--- config.mk ---
export PLATFORM = sky130hd
export DESIGN_NAME = banked_fifo_drain
export DESIGN_NICKNAME = d
export VERILOG_FILES = /design/src/rtl/banked_fifo_drain_pkg.sv /design/src/rtl/banked_fifo_drain_batch_timer.sv /design/src/rtl/banked_fifo_drain.sv
export SDC_FILE = /design/constraint.sdc
export NUM_CORES = 1
export LEC_CHECK = 0
export CAP_MARGIN = 25
export CORE_UTILIZATION = 40
export DETAILED_ROUTE_END_ITERATION = 10
export GPL_TIMING_DRIVEN = 0
export PLACE_DENSITY = 0.8
export SKIP_CTS_REPAIR_TIMING = 1
export SYNTH_ARGS = -nofsm -noshare
export SYNTH_HDL_FRONTEND = slang
export SYNTH_SLANG_ARGS = --single-unit
export TNS_END_PERCENT = 100
--- constraint.sdc ---
create_clock -name clk -period 5.4 [get_ports clk]
set_clock_uncertainty 0.15 [all_clocks]
set_input_delay 0.54 -clock clk [delete_from_list [all_inputs] [get_ports clk]]
set_output_delay 0.54 -clock clk [all_outputs]
set_load 0.03 [all_outputs]
--- src/rtl/banked_fifo_drain_pkg.sv ---
// Shared types and helpers for the banked FIFO drain stage.
package banked_fifo_drain_pkg;

   // Lane count of the FIFO this drain is paired with
   localparam int unsigned LANES = 4;
   // Width of a lane count (0..LANES inclusive)
   localparam int unsigned CNT_W = $clog2(LANES) + 1;

   typedef enum logic {
      EMPTY = 1'b0,
      FULL  = 1'b1
   } drain_state_e;

   // Number of consecutive set bits starting at lane 0; a hole ends the run
   function automatic logic [CNT_W-1:0] lead_ones(input logic [0:LANES-1] vec);
      logic [CNT_W-1:0] n;
      logic             run;
      n   = '0;
      run = 1'b1;
      for (int j = 0; j < LANES; j++) begin
         run = run & vec[j];
         if (run) n = n + CNT_W'(1);
      end
      return n;
   endfunction

   // Lanes 0..k-1 set, remaining lanes clear
   function automatic logic [0:LANES-1] prefix_mask(input logic [CNT_W-1:0] k);
      logic [0:LANES-1] m;
      m = '0;
      for (int j = 0; j < LANES; j++) begin
         m[j] = (CNT_W'(j) < k);
      end
      return m;
   endfunction

endpackage

--- src/rtl/banked_fifo_drain_batch_timer.sv ---
// Saturating wait counter for partial batches: clear has priority over count.
module banked_fifo_drain_batch_timer #(
   parameter int unsigned MAX = 3
) (
   input  logic                       clk,
   input  logic                       rst,
   input  logic                       clr,
   input  logic                       inc,
   output logic [$clog2(MAX+1)-1:0]   cnt
);

   localparam int unsigned W = $clog2(MAX + 1);

   logic [W-1:0] cnt_q;
   logic [W-1:0] cnt_d;

   // Next count: clear, saturating increment, or hold
   always_comb begin
      cnt_d = cnt_q;
      if (clr) begin
         cnt_d = '0;
      end else if (inc && (cnt_q != W'(MAX))) begin
         cnt_d = cnt_q + W'(1);
      end
   end

   // Counter register with synchronous reset
   always_ff @(posedge clk) begin
      if (rst) cnt_q <= '0;
      else     cnt_q <= cnt_d;
   end

   assign cnt = cnt_q;

endmodule

--- src/rtl/banked_fifo_drain.sv ---
// Pulls a contiguous prefix of FIFO lanes into a registered N-lane bundle,
// subject to downstream credit and a minimum-batch/timeout policy.
module banked_fifo_drain
   import banked_fifo_drain_pkg::*;
#(
   parameter int unsigned WIDTH     = 32,
   parameter int unsigned N         = LANES,
   parameter int unsigned MIN_BATCH = 2,
   parameter int unsigned TIMEOUT   = 3
) (
   input  logic                    clk,
   input  logic                    rst,
   input  logic                    flush,
   input  logic [0:N-1]            fifo_rd_ok,
   input  logic [WIDTH-1:0]        fifo_rd_data [N],
   output logic [0:N-1]            fifo_rd_en,
   input  logic [$clog2(N):0]      take_max,
   output logic [0:N-1]            out_valid,
   output logic [WIDTH-1:0]        out_data [N],
   input  logic                    out_ready,
   output logic [31:0]             drain_count
);

   localparam int unsigned KW = $clog2(N) + 1;
   localparam int unsigned TW = $clog2(TIMEOUT + 1);

   drain_state_e     state_q, state_d;
   logic [0:N-1]     valid_q, valid_d;
   logic [WIDTH-1:0] data_q [N];
   logic [WIDTH-1:0] data_d [N];
   logic [31:0]      drain_q, drain_d;

   logic [KW-1:0]    avail;
   logic [KW-1:0]    tm_clamp;
   logic [KW-1:0]    k;
   logic [0:N-1]     k_mask;
   logic             free;
   logic             batch_ok;
   logic             load;
   logic             tmr_clr;
   logic             tmr_inc;
   logic [TW-1:0]    wait_cnt;

   // Lane count: leading valid lanes limited by clamped downstream credit
   always_comb begin
      avail    = lead_ones(fifo_rd_ok);
      tm_clamp = (take_max > KW'(N)) ? KW'(N) : take_max;
      k        = (avail < tm_clamp) ? avail : tm_clamp;
      k_mask   = prefix_mask(k);
   end

   // Load decision; credit-limited bundles go immediately since waiting cannot widen them
   always_comb begin
      free     = (state_q == EMPTY) || out_ready;
      batch_ok = (k >= KW'(MIN_BATCH))
              || (wait_cnt == TW'(TIMEOUT))
              || (k == tm_clamp);
      load     = free && !flush && !rst && (k != '0) && batch_ok;
      tmr_clr  = (k == '0) || load || flush;
      tmr_inc  = free && (k < KW'(MIN_BATCH)) && !load;
   end

   assign fifo_rd_en = load ? k_mask : '0;

   banked_fifo_drain_batch_timer #(
      .MAX (TIMEOUT)
   ) u_timer (
      .clk (clk),
      .rst (rst),
      .clr (tmr_clr),
      .inc (tmr_inc),
      .cnt (wait_cnt)
   );

   // Next bundle state: load, release on accept, or hold; flush empties
   always_comb begin
      state_d = state_q;
      valid_d = valid_q;
      drain_d = drain_q;
      for (int j = 0; j < N; j++) data_d[j] = data_q[j];

      if (load) begin
         state_d = FULL;
         valid_d = k_mask;
         drain_d = drain_q + 32'(k);
         for (int j = 0; j < N; j++) begin
            data_d[j] = k_mask[j] ? fifo_rd_data[j] : '0;
         end
      end else if ((state_q == FULL) && out_ready) begin
         state_d = EMPTY;
         valid_d = '0;
         for (int j = 0; j < N; j++) data_d[j] = '0;
      end

      if (flush) begin
         state_d = EMPTY;
         valid_d = '0;
         for (int j = 0; j < N; j++) data_d[j] = '0;
      end
   end

   // Bundle, FSM and drain counter registers with synchronous reset
   always_ff @(posedge clk) begin
      if (rst) begin
         state_q <= EMPTY;
         valid_q <= '0;
         drain_q <= '0;
         for (int j = 0; j < N; j++) data_q[j] <= '0;
      end else begin
         state_q <= state_d;
         valid_q <= valid_d;
         drain_q <= drain_d;
         for (int j = 0; j < N; j++) data_q[j] <= data_d[j];
      end
   end

   assign out_valid   = valid_q;
   assign out_data    = data_q;
   assign drain_count = drain_q;

endmodule

After elaboration in Yosys (flattened, before gate mapping)
Cells that the tools add are included.
{ "totals": {"in_bits": 139, "reg_bits": 167, "output_inout_bits": 168, "wordCells": 66} }
{ "classes": {"reduce_logical": 21, "muxes": 17, "eq_ne": 3, "bitwise_logic": 4, "order_cmp": 8, "addsub": 5} }
{ "op_table": {"columns": ["operator", "n"], "rows": [
  ["two-way mux 128 bit", 2],
  ["two-way mux 32 bit", 4],
  ["adder 32 x 3 -> 32 bit", 1],
  ["two-way mux 3 bit", 4],
  ["two-way mux 4 bit", 3],
  ["logical AND 1 bit", 8],
  ["adder 3 x 1 -> 3 bit, second input constant", 2],
  ["less-than comparator 1 x 3 -> 1 bit, first input constant", 2],
  ["less-than comparator 2 x 3 -> 1 bit, first input constant", 2],
  ["logical OR 1 bit", 5],
  ["OR reduction 2 bit", 2],
  ["AND 1 bit", 3],
  ["equality test 3 bit", 1],
  [">= comparator 3 x 2 -> 1 bit, second input constant", 1],
  ["> comparator 3 bit, second input constant", 1],
  ["zero test 1 bit", 3],
  ["zero test 3 bit", 1],
  ["less-than comparator 3 x 2 -> 1 bit, second input constant", 1],
  ["less-than comparator 3 bit", 1],
  ["two-way mux 1 bit", 3],
  ["nonzero test 3 bit", 1],
  ["adder 1 x 1 -> 2 bit, second input constant", 1],
  ["adder 2 x 1 -> 2 bit, second input constant", 1],
  ["equality test 2 bit, second input constant", 1],
  ["4 further kinds", 4]
]} }

Logic depth before layout (Yosys ltp)
{ "depth": {"word_depth": 16, "depth_mapped": 18, "ltp_nobuf": 17} }

Cells and area by module
From an unflattened synthesis, not the netlist that was laid out.
{ "unflattened": {"cells_unflattened": 750, "hier_area_um2": 6613.8} }
{ "modules_own_cells": {"columns": ["mod", "instances", "area_per_inst_um2", "cells_each", "seq_area_each_um2"], "rows": [
  ["banked_fifo_drain", 1, 6508.7, 742, 3303.2],
  ["banked_fifo_drain_batch_timer", 1, 105.1, 8, 40.0]
]} }

Worst setup path after synthesis
OpenSTA, ideal clock, no wires.
{ "synth_path": {"kind": "in2reg", "from": "input fifo_rd_ok[1] (netlist bit)", "to": "register drain_q[30] (netlist: drain_count[30])", "path_stages": 18, "path_slack_ns": 0.927, "n_path_buf": 1, "setup_ns": 0.070, "required_ns": 5.180, "t_arrival_ns": 4.252, "cell_sequence": "inv_1 -> o21a_1 -> ha_1 -> o21ai_2 -> inv_1 -> ha_1 -> nand2_1 -> o21ai_1 -> o31a_2 -> or2_2 -> xor2_1 -> ha_1 -> o21a_1 -> o41ai_2 -> or4_4 -> buf_6 -> or3_1 -> a21oi_1"} }
{ "synth_between": {"elab_chain_len": 12, "word_cells_on_any_way": 18, "classes_between": "3 x add/sub; 2 x order compare; 1 x eq/ne; 4 x mux; 3 x bitwise; 5 x reduce/logical"} }
{ "synth_lines": {"columns": ["item", "line", "source"], "rows": [
  ["start, declared", "banked_fifo_drain.sv:14", "input logic [0:N-1] fifo_rd_ok,"],
  ["AND 1 bit *", "banked_fifo_drain_pkg.sv:21", "run = run & vec[j];"],
  ["two-way mux 2 bit", "banked_fifo_drain_pkg.sv:22", "if (run) n = n + CNT_W'(1);"],
  ["adder 3 x 1 -> 3 bit", "banked_fifo_drain_pkg.sv:22", null],
  ["two-way mux 3 bit", "banked_fifo_drain_pkg.sv:22", null],
  ["adder 3 x 1 -> 3 bit", "banked_fifo_drain_pkg.sv:22", null],
  ["two-way mux 3 bit *", "banked_fifo_drain_pkg.sv:22", null],
  ["less-than comparator 3 bit", "banked_fifo_drain.sv:48", "k = (avail < tm_clamp) ? avail : tm_clamp;"],
  ["two-way mux 3 bit *", "banked_fifo_drain.sv:48", null],
  ["parallel branches: the longest is 4 deep, another holds adder 32 x 3 -> 32 bit", null, null],
  ["end signal, assigned", "banked_fifo_drain.sv:112", "drain_q <= drain_d;"],
  ["end, declared", "banked_fifo_drain.sv:31", "logic [31:0] drain_q, drain_d;"]
]} }
Mark *: on every way between the ends.
A chain may end at the register's enable or synchronous reset.

Worst setup path in the final report
{ "layout_path": {"from": "input fifo_rd_ok[0] (netlist bit)", "to": "output fifo_rd_en[1] (netlist bit)"} }
{ "layout_between": {"elab_chain_len": 14, "word_cells_on_any_way": 21, "classes_between": "3 x add/sub; 3 x order compare; 1 x eq/ne; 6 x mux; 3 x bitwise; 5 x reduce/logical"} }
{ "layout_lines": {"columns": ["item", "line", "source"], "rows": [
  ["two-way mux 1 bit", "banked_fifo_drain_pkg.sv:22", null],
  ["adder 1 x 1 -> 2 bit", "banked_fifo_drain_pkg.sv:22", null],
  ["two-way mux 2 bit", "banked_fifo_drain_pkg.sv:22", null],
  ["adder 3 x 1 -> 3 bit", "banked_fifo_drain_pkg.sv:22", null],
  ["two-way mux 3 bit", "banked_fifo_drain_pkg.sv:22", null],
  ["adder 3 x 1 -> 3 bit", "banked_fifo_drain_pkg.sv:22", null],
  ["two-way mux 3 bit *", "banked_fifo_drain_pkg.sv:22", null],
  ["less-than comparator 3 bit", "banked_fifo_drain.sv:48", null],
  ["two-way mux 3 bit *", "banked_fifo_drain.sv:48", null],
  [">= comparator 3 x 2 -> 1 bit", "banked_fifo_drain.sv:55", "batch_ok = (k >= KW'(MIN_BATCH))"],
  ["logical OR 1 bit", "banked_fifo_drain.sv:56", "|| (wait_cnt == TW'(TIMEOUT))"],
  ["logical OR 1 bit", "banked_fifo_drain.sv:57", "|| (k == tm_clamp);"],
  ["logical AND 1 bit", "banked_fifo_drain.sv:58", "load = free && !flush && !rst && (k != '0) && batch_ok;"],
  ["two-way mux 4 bit *", "banked_fifo_drain.sv:63", "assign fifo_rd_en = load ? k_mask : '0;"],
  ["end, declared", "banked_fifo_drain.sv:16", "output logic [0:N-1] fifo_rd_en,"]
]} }
Every way passes the cells marked *; elsewhere a longest branch is shown, timed or not.

==> flow_results.xml <==
<?xml version="1.0" encoding="UTF-8"?>
<metrics>
  <group name="outcome">
    <metric name="run_status" unit="">finished with violations</metric>
    <metric name="failed_checks" unit="">DRC</metric>
  </group>
  <group name="timing">
    <metric name="setup_slack" unit="ns">0.2321</metric>
    <metric name="worst_slew_pin_tran" unit="ns">0.8983</metric>
    <metric name="timing_hold_violations_final" unit="">0</metric>
    <metric name="setup-violations-final" unit="">0</metric>
    <metric name="slew-limit-headroom" unit="">0.3946</metric>
    <metric name="fmax" unit="MHz">193.5</metric>
    <metric name="grt_setup_unrepaired" unit="">false</metric>
    <metric name="period_minus_slack" unit="ns">5.168</metric>
    <metric name="timing.final.crit_share" unit="">0.9570</metric>
    <metric name="final_count_of_pins_violating_max_slew" unit="">0</metric>
  </group>
  <group name="synth">
    <metric name="synth_simple_gate_area_share" unit="">0.1050</metric>
    <metric name="count_of_distinct_cell_types_in_the_synthesized_netlist" unit="">54</metric>
    <metric name="yosys.cell_count.top_type" unit="">sky130_fd_sc_hd__dfxtp_1</metric>
    <metric name="syn-mean-instance-area" unit="µm²">10.99</metric>
    <metric name="ys_dominant_reg_cell" unit="">sky130_fd_sc_hd__dfxtp_1</metric>
    <metric name="post_synth_main_area_contributors" unit="">sky130_fd_sc_hd__dfxtp_1 55%, sky130_fd_sc_hd__a22o_1 18%, sky130_fd_sc_hd__nand2_1 1.9%, sky130_fd_sc_hd__a21oi_1 1.8%, sky130_fd_sc_hd__ha_1 1.6%</metric>
    <metric name="synth-async-reset-ratio" unit="">0</metric>
    <metric name="synth_xor_xnor_area_share" unit="">0.01297</metric>
    <metric name="yosys.area_share.adder" unit="">0.01646</metric>
    <metric name="ys_warn_count" unit="">0</metric>
    <metric name="synth_top_family_by_area" unit="">compound AO/OA/AOI/OAI gates</metric>
    <metric name="synth_top_area_share" unit="">0.5499</metric>
    <metric name="syn_inst" unit="">553</metric>
    <metric name="synth-compound-area-share" unit="">0.2708</metric>
    <metric name="synth-seq-area-share" unit="">0.5499</metric>
    <metric name="yosysTopAreaCell" unit="">sky130_fd_sc_hd__dfxtp_1</metric>
    <metric name="syn_area" unit="mm²">0.006080</metric>
    <metric name="postSynthRegisterBits" unit="">167</metric>
    <metric name="synthMuxAreaShare" unit="">0.01173</metric>
    <metric name="mappedNetlistNets" unit="">700</metric>
    <metric name="synth_edf_count" unit="">0</metric>
    <metric name="yosys-top-cells-count" unit="">167 x sky130_fd_sc_hd__dfxtp_1, 128 x sky130_fd_sc_hd__a22o_1, 30 x sky130_fd_sc_hd__nand2_1, 23 x sky130_fd_sc_hd__clkbuf_1, 22 x sky130_fd_sc_hd__a21oi_1</metric>
  </group>
  <group name="route">
    <metric name="antenna_violating_nets_post_route" unit="">0</metric>
    <metric name="route.detailed.vias_per_inst" unit="">5.423</metric>
    <metric name="route.detailed.wl_per_inst" unit="µm">18.80</metric>
    <metric name="drt_first_iter_violations" unit="">474</metric>
    <metric name="via_count" unit="">5819</metric>
    <metric name="drt-total-wl" unit="µm">20170</metric>
    <metric name="drt_pre_antenna_iters" unit="">9</metric>
    <metric name="drc" unit="">9</metric>
  </group>
  <group name="clock_network">
    <metric name="maximum_clock_path_buffer_count" unit="">2</metric>
    <metric name="cts_tree" unit="">done</metric>
    <metric name="clock_sink_count" unit="">167</metric>
    <metric name="htreeDepth" unit="">4</metric>
    <metric name="clk_pin_slew_worst_paths" unit="ns">0.06</metric>
    <metric name="ctsRootBufferMaster" unit="">sky130_fd_sc_hd__clkbuf_16</metric>
    <metric name="insertion_delay" unit="ns">0.42</metric>
    <metric name="cts_buffers" unit="">17</metric>
  </group>
  <group name="floorplan">
    <metric name="die-area" unit="mm²">0.01570</metric>
    <metric name="effective_utilization_at_floorplan" unit="">0.4136</metric>
    <metric name="placeable_core_region" unit="mm²">0.01470</metric>
    <metric name="die-width" unit="µm">125.3</metric>
    <metric name="dieHeight" unit="µm">125.3</metric>
    <metric name="fp-row-count" unit="">44</metric>
    <metric name="ioPinCount" unit="">307</metric>
  </group>
  <group name="setup_path">
    <metric name="critPathMaxStageDelay" unit="ns">0.75</metric>
    <metric name="crit_chain" unit="">clkdlybuf4s50_1 -&gt; and2_1 -&gt; ha_1 -&gt; o21ai_2 -&gt; inv_1 -&gt; ha_1 -&gt; nand2_1 -&gt; o21ai_2 -&gt; o41ai_4 -&gt; nor2_1 -&gt; nor2_2 -&gt; clkbuf_2 -&gt; clkdlybuf4s50_1</metric>
    <metric name="crit_required" unit="ns">4.71</metric>
    <metric name="critical_path_class" unit="">in -&gt; out</metric>
    <metric name="cp_top_family" unit="">buffers and inverters</metric>
    <metric name="worst-path-buf-inv" unit="">4</metric>
    <metric name="worstPathMaxFanout" unit="">10</metric>
    <metric name="crit_slowest_cell" unit="">sky130_fd_sc_hd__clkdlybuf4s50_1</metric>
    <metric name="cp-end-kind" unit="">primary output</metric>
    <metric name="start_kind" unit="">primary input</metric>
    <metric name="worst-endpoint-arrival" unit="ns">4.48</metric>
  </group>
  <group name="flow_run">
    <metric name="max_cap_viol" unit="">0</metric>
  </group>
  <group name="global_routing">
    <metric name="globalRouteTotalUtil" unit="">0.2572</metric>
    <metric name="gr-total-overflow" unit="">0</metric>
    <metric name="grt_antenna_before_repair" unit="">0</metric>
    <metric name="grt_max_degree" unit="">17</metric>
    <metric name="grt_first_pass_wirelength" unit="µm">30790</metric>
    <metric name="first_global_vias" unit="">5799</metric>
  </group>
  <group name="placed_design">
    <metric name="placed_cell_area" unit="mm²">0.009373</metric>
    <metric name="post-dp-hpwl" unit="µm">15100</metric>
    <metric name="gp_congestion" unit="">0.8144</metric>
    <metric name="placement.setup.worst_slack" unit="ns">-0.5703</metric>
    <metric name="io_buffers" unit="">306</metric>
  </group>
  <group name="layout">
    <metric name="finish.net_count" unit="">1023</metric>
    <metric name="syn2layout_area_growth" unit="%">65.14</metric>
    <metric name="antennaDiodeCount" unit="">0</metric>
    <metric name="filler_cell_count" unit="">1111</metric>
    <metric name="post_route_cells_drive_above_1_share" unit="">0.07199</metric>
    <metric name="final_util" unit="">0.6830</metric>
    <metric name="layout.cell_area.non_filler" unit="mm²">0.01004</metric>
  </group>
  <group name="min_path">
    <metric name="worst_hold_path_class" unit="">reg -&gt; reg</metric>
  </group>
  <group name="power">
    <metric name="power-per-cell-area" unit="mW/mm²">291.3</metric>
    <metric name="p_leak" unit="nW">3.841</metric>
    <metric name="power.ir.vdd_worst" unit="µV">216.3</metric>
  </group>
</metrics>
## power by group
part           switching, mW  internal (mW)  total (mW)
sequential            0.0131           1.25        1.27
clock                  0.504          0.841        1.35
combinational          0.150          0.163       0.313
total                  0.667           2.26        2.92
## registers in the layout (all words and copies together) (netlist names)
name	flops
drain_count	32
state_q	1
out_data	128
u_timer.cnt	2
out_valid	4
## final timing paths
kind,start,end,slack [ns],cells past startpoint
hold reg to reg,out_valid[3]$_SDFFE_PP0P_,out_valid[3]$_SDFFE_PP0P_,0.32,1
setup / recovery,fifo_rd_ok[0],fifo_rd_en[1],0.23,13
hold / removal,out_valid[3]$_SDFFE_PP0P_,out_valid[3]$_SDFFE_PP0P_,0.32,1
setup reg to reg,u_timer.cnt[0]$_SDFFE_PP0P_,out_data[124]$_SDFFE_PP0P_,2.48,8
## metrics by stage
step / cells / setup TNS (ns) / hold slack, ns / power, mW
finish: 1073 / 0 / 0.3154 / 2.925
detailed placement: 1043 / -1.225 / 0.3014 / 1.604
global placement: 1043 / -1.157 / 0.2843 / 1.601
floorplan: 553 / 0 / 0.2968 / 1.426
CTS: 1075 / -1.303 / 0.3205 / 2.933
global route: 1073 / 0 / 0.3394 / 3.018
## placed cells by master (no fill, tap or decap), types with 4 or more instances in the layout
cell and n:
sky130_fd_sc_hd__clkbuf_16 17, sky130_fd_sc_hd__and4_1 4, sky130_fd_sc_hd__o21a_1 6, sky130_fd_sc_hd__nand2_1 29, sky130_fd_sc_hd__dfxtp_1 167, sky130_fd_sc_hd__ha_1 8
sky130_fd_sc_hd__and3_1 7, sky130_fd_sc_hd__o31ai_1 11, sky130_fd_sc_hd__bufinv_16 4, sky130_fd_sc_hd__inv_1 11, sky130_fd_sc_hd__mux2i_1 6, sky130_fd_sc_hd__a21oi_1 22
sky130_fd_sc_hd__and2_1 6, sky130_fd_sc_hd__nand4_1 7, sky130_fd_sc_hd__or4_1 11, sky130_fd_sc_hd__a22o_1 128, sky130_fd_sc_hd__clkbuf_8 5, sky130_fd_sc_hd__or3_1 6
sky130_fd_sc_hd__o21ai_0 8, sky130_fd_sc_hd__clkbuf_1 22, sky130_fd_sc_hd__nor4_1 6, sky130_fd_sc_hd__clkdlybuf4s50_1 305, sky130_fd_sc_hd__buf_2 11, sky130_fd_sc_hd__nor2_1 15
sky130_fd_sc_hd__nand3_1 9, sky130_fd_sc_hd__xnor2_1 8, sky130_fd_sc_hd__or2_2 4
## worst reg2reg max path, stage by stage, from the launching register on
cell and delay (ns):
sky130_fd_sc_hd__dfxtp_1 0.32, sky130_fd_sc_hd__ha_1 0.22, sky130_fd_sc_hd__a311o_1 0.33, sky130_fd_sc_hd__a211o_1 0.41
sky130_fd_sc_hd__o21a_1 0.20, sky130_fd_sc_hd__nor2_1 0.36, sky130_fd_sc_hd__buf_2 0.37, sky130_fd_sc_hd__buf_2 0.34
sky130_fd_sc_hd__a22o_1 0.18
## metal layers
metal  global-route usage  wire length, µm
met5                    0                0
met3              0.08258             1459
met2               0.4262             9633
met4               0.1492              930
met1               0.2915             8144
## cell type report
cell class	instances	area, µm²	share of cell area
Sequential cell	167	3343	0.3330
Timing Repair Buffer	306	3065	0.3053
Multi-Input combinational cell	338	2544	0.2534
Clock buffer	23	498.0	0.04960
Tap cell	184	230.2	0.02293
Clock inverter	9	161.4	0.01608
Buffer	34	150.1	0.01496
Inverter	12	47.55	0.004736
## logic make-up (layout without fill, tap and decap cells)
logic type      count (synthesis)  count (layout)
flops                         167             167
xor+xnor                        9               9
fa+ha+maj                       8               8
buf+inv                        48             384
mux                             7               7
simple gates                  115             115
compound gates                199             199
Power figures use the tool's default switching activity.
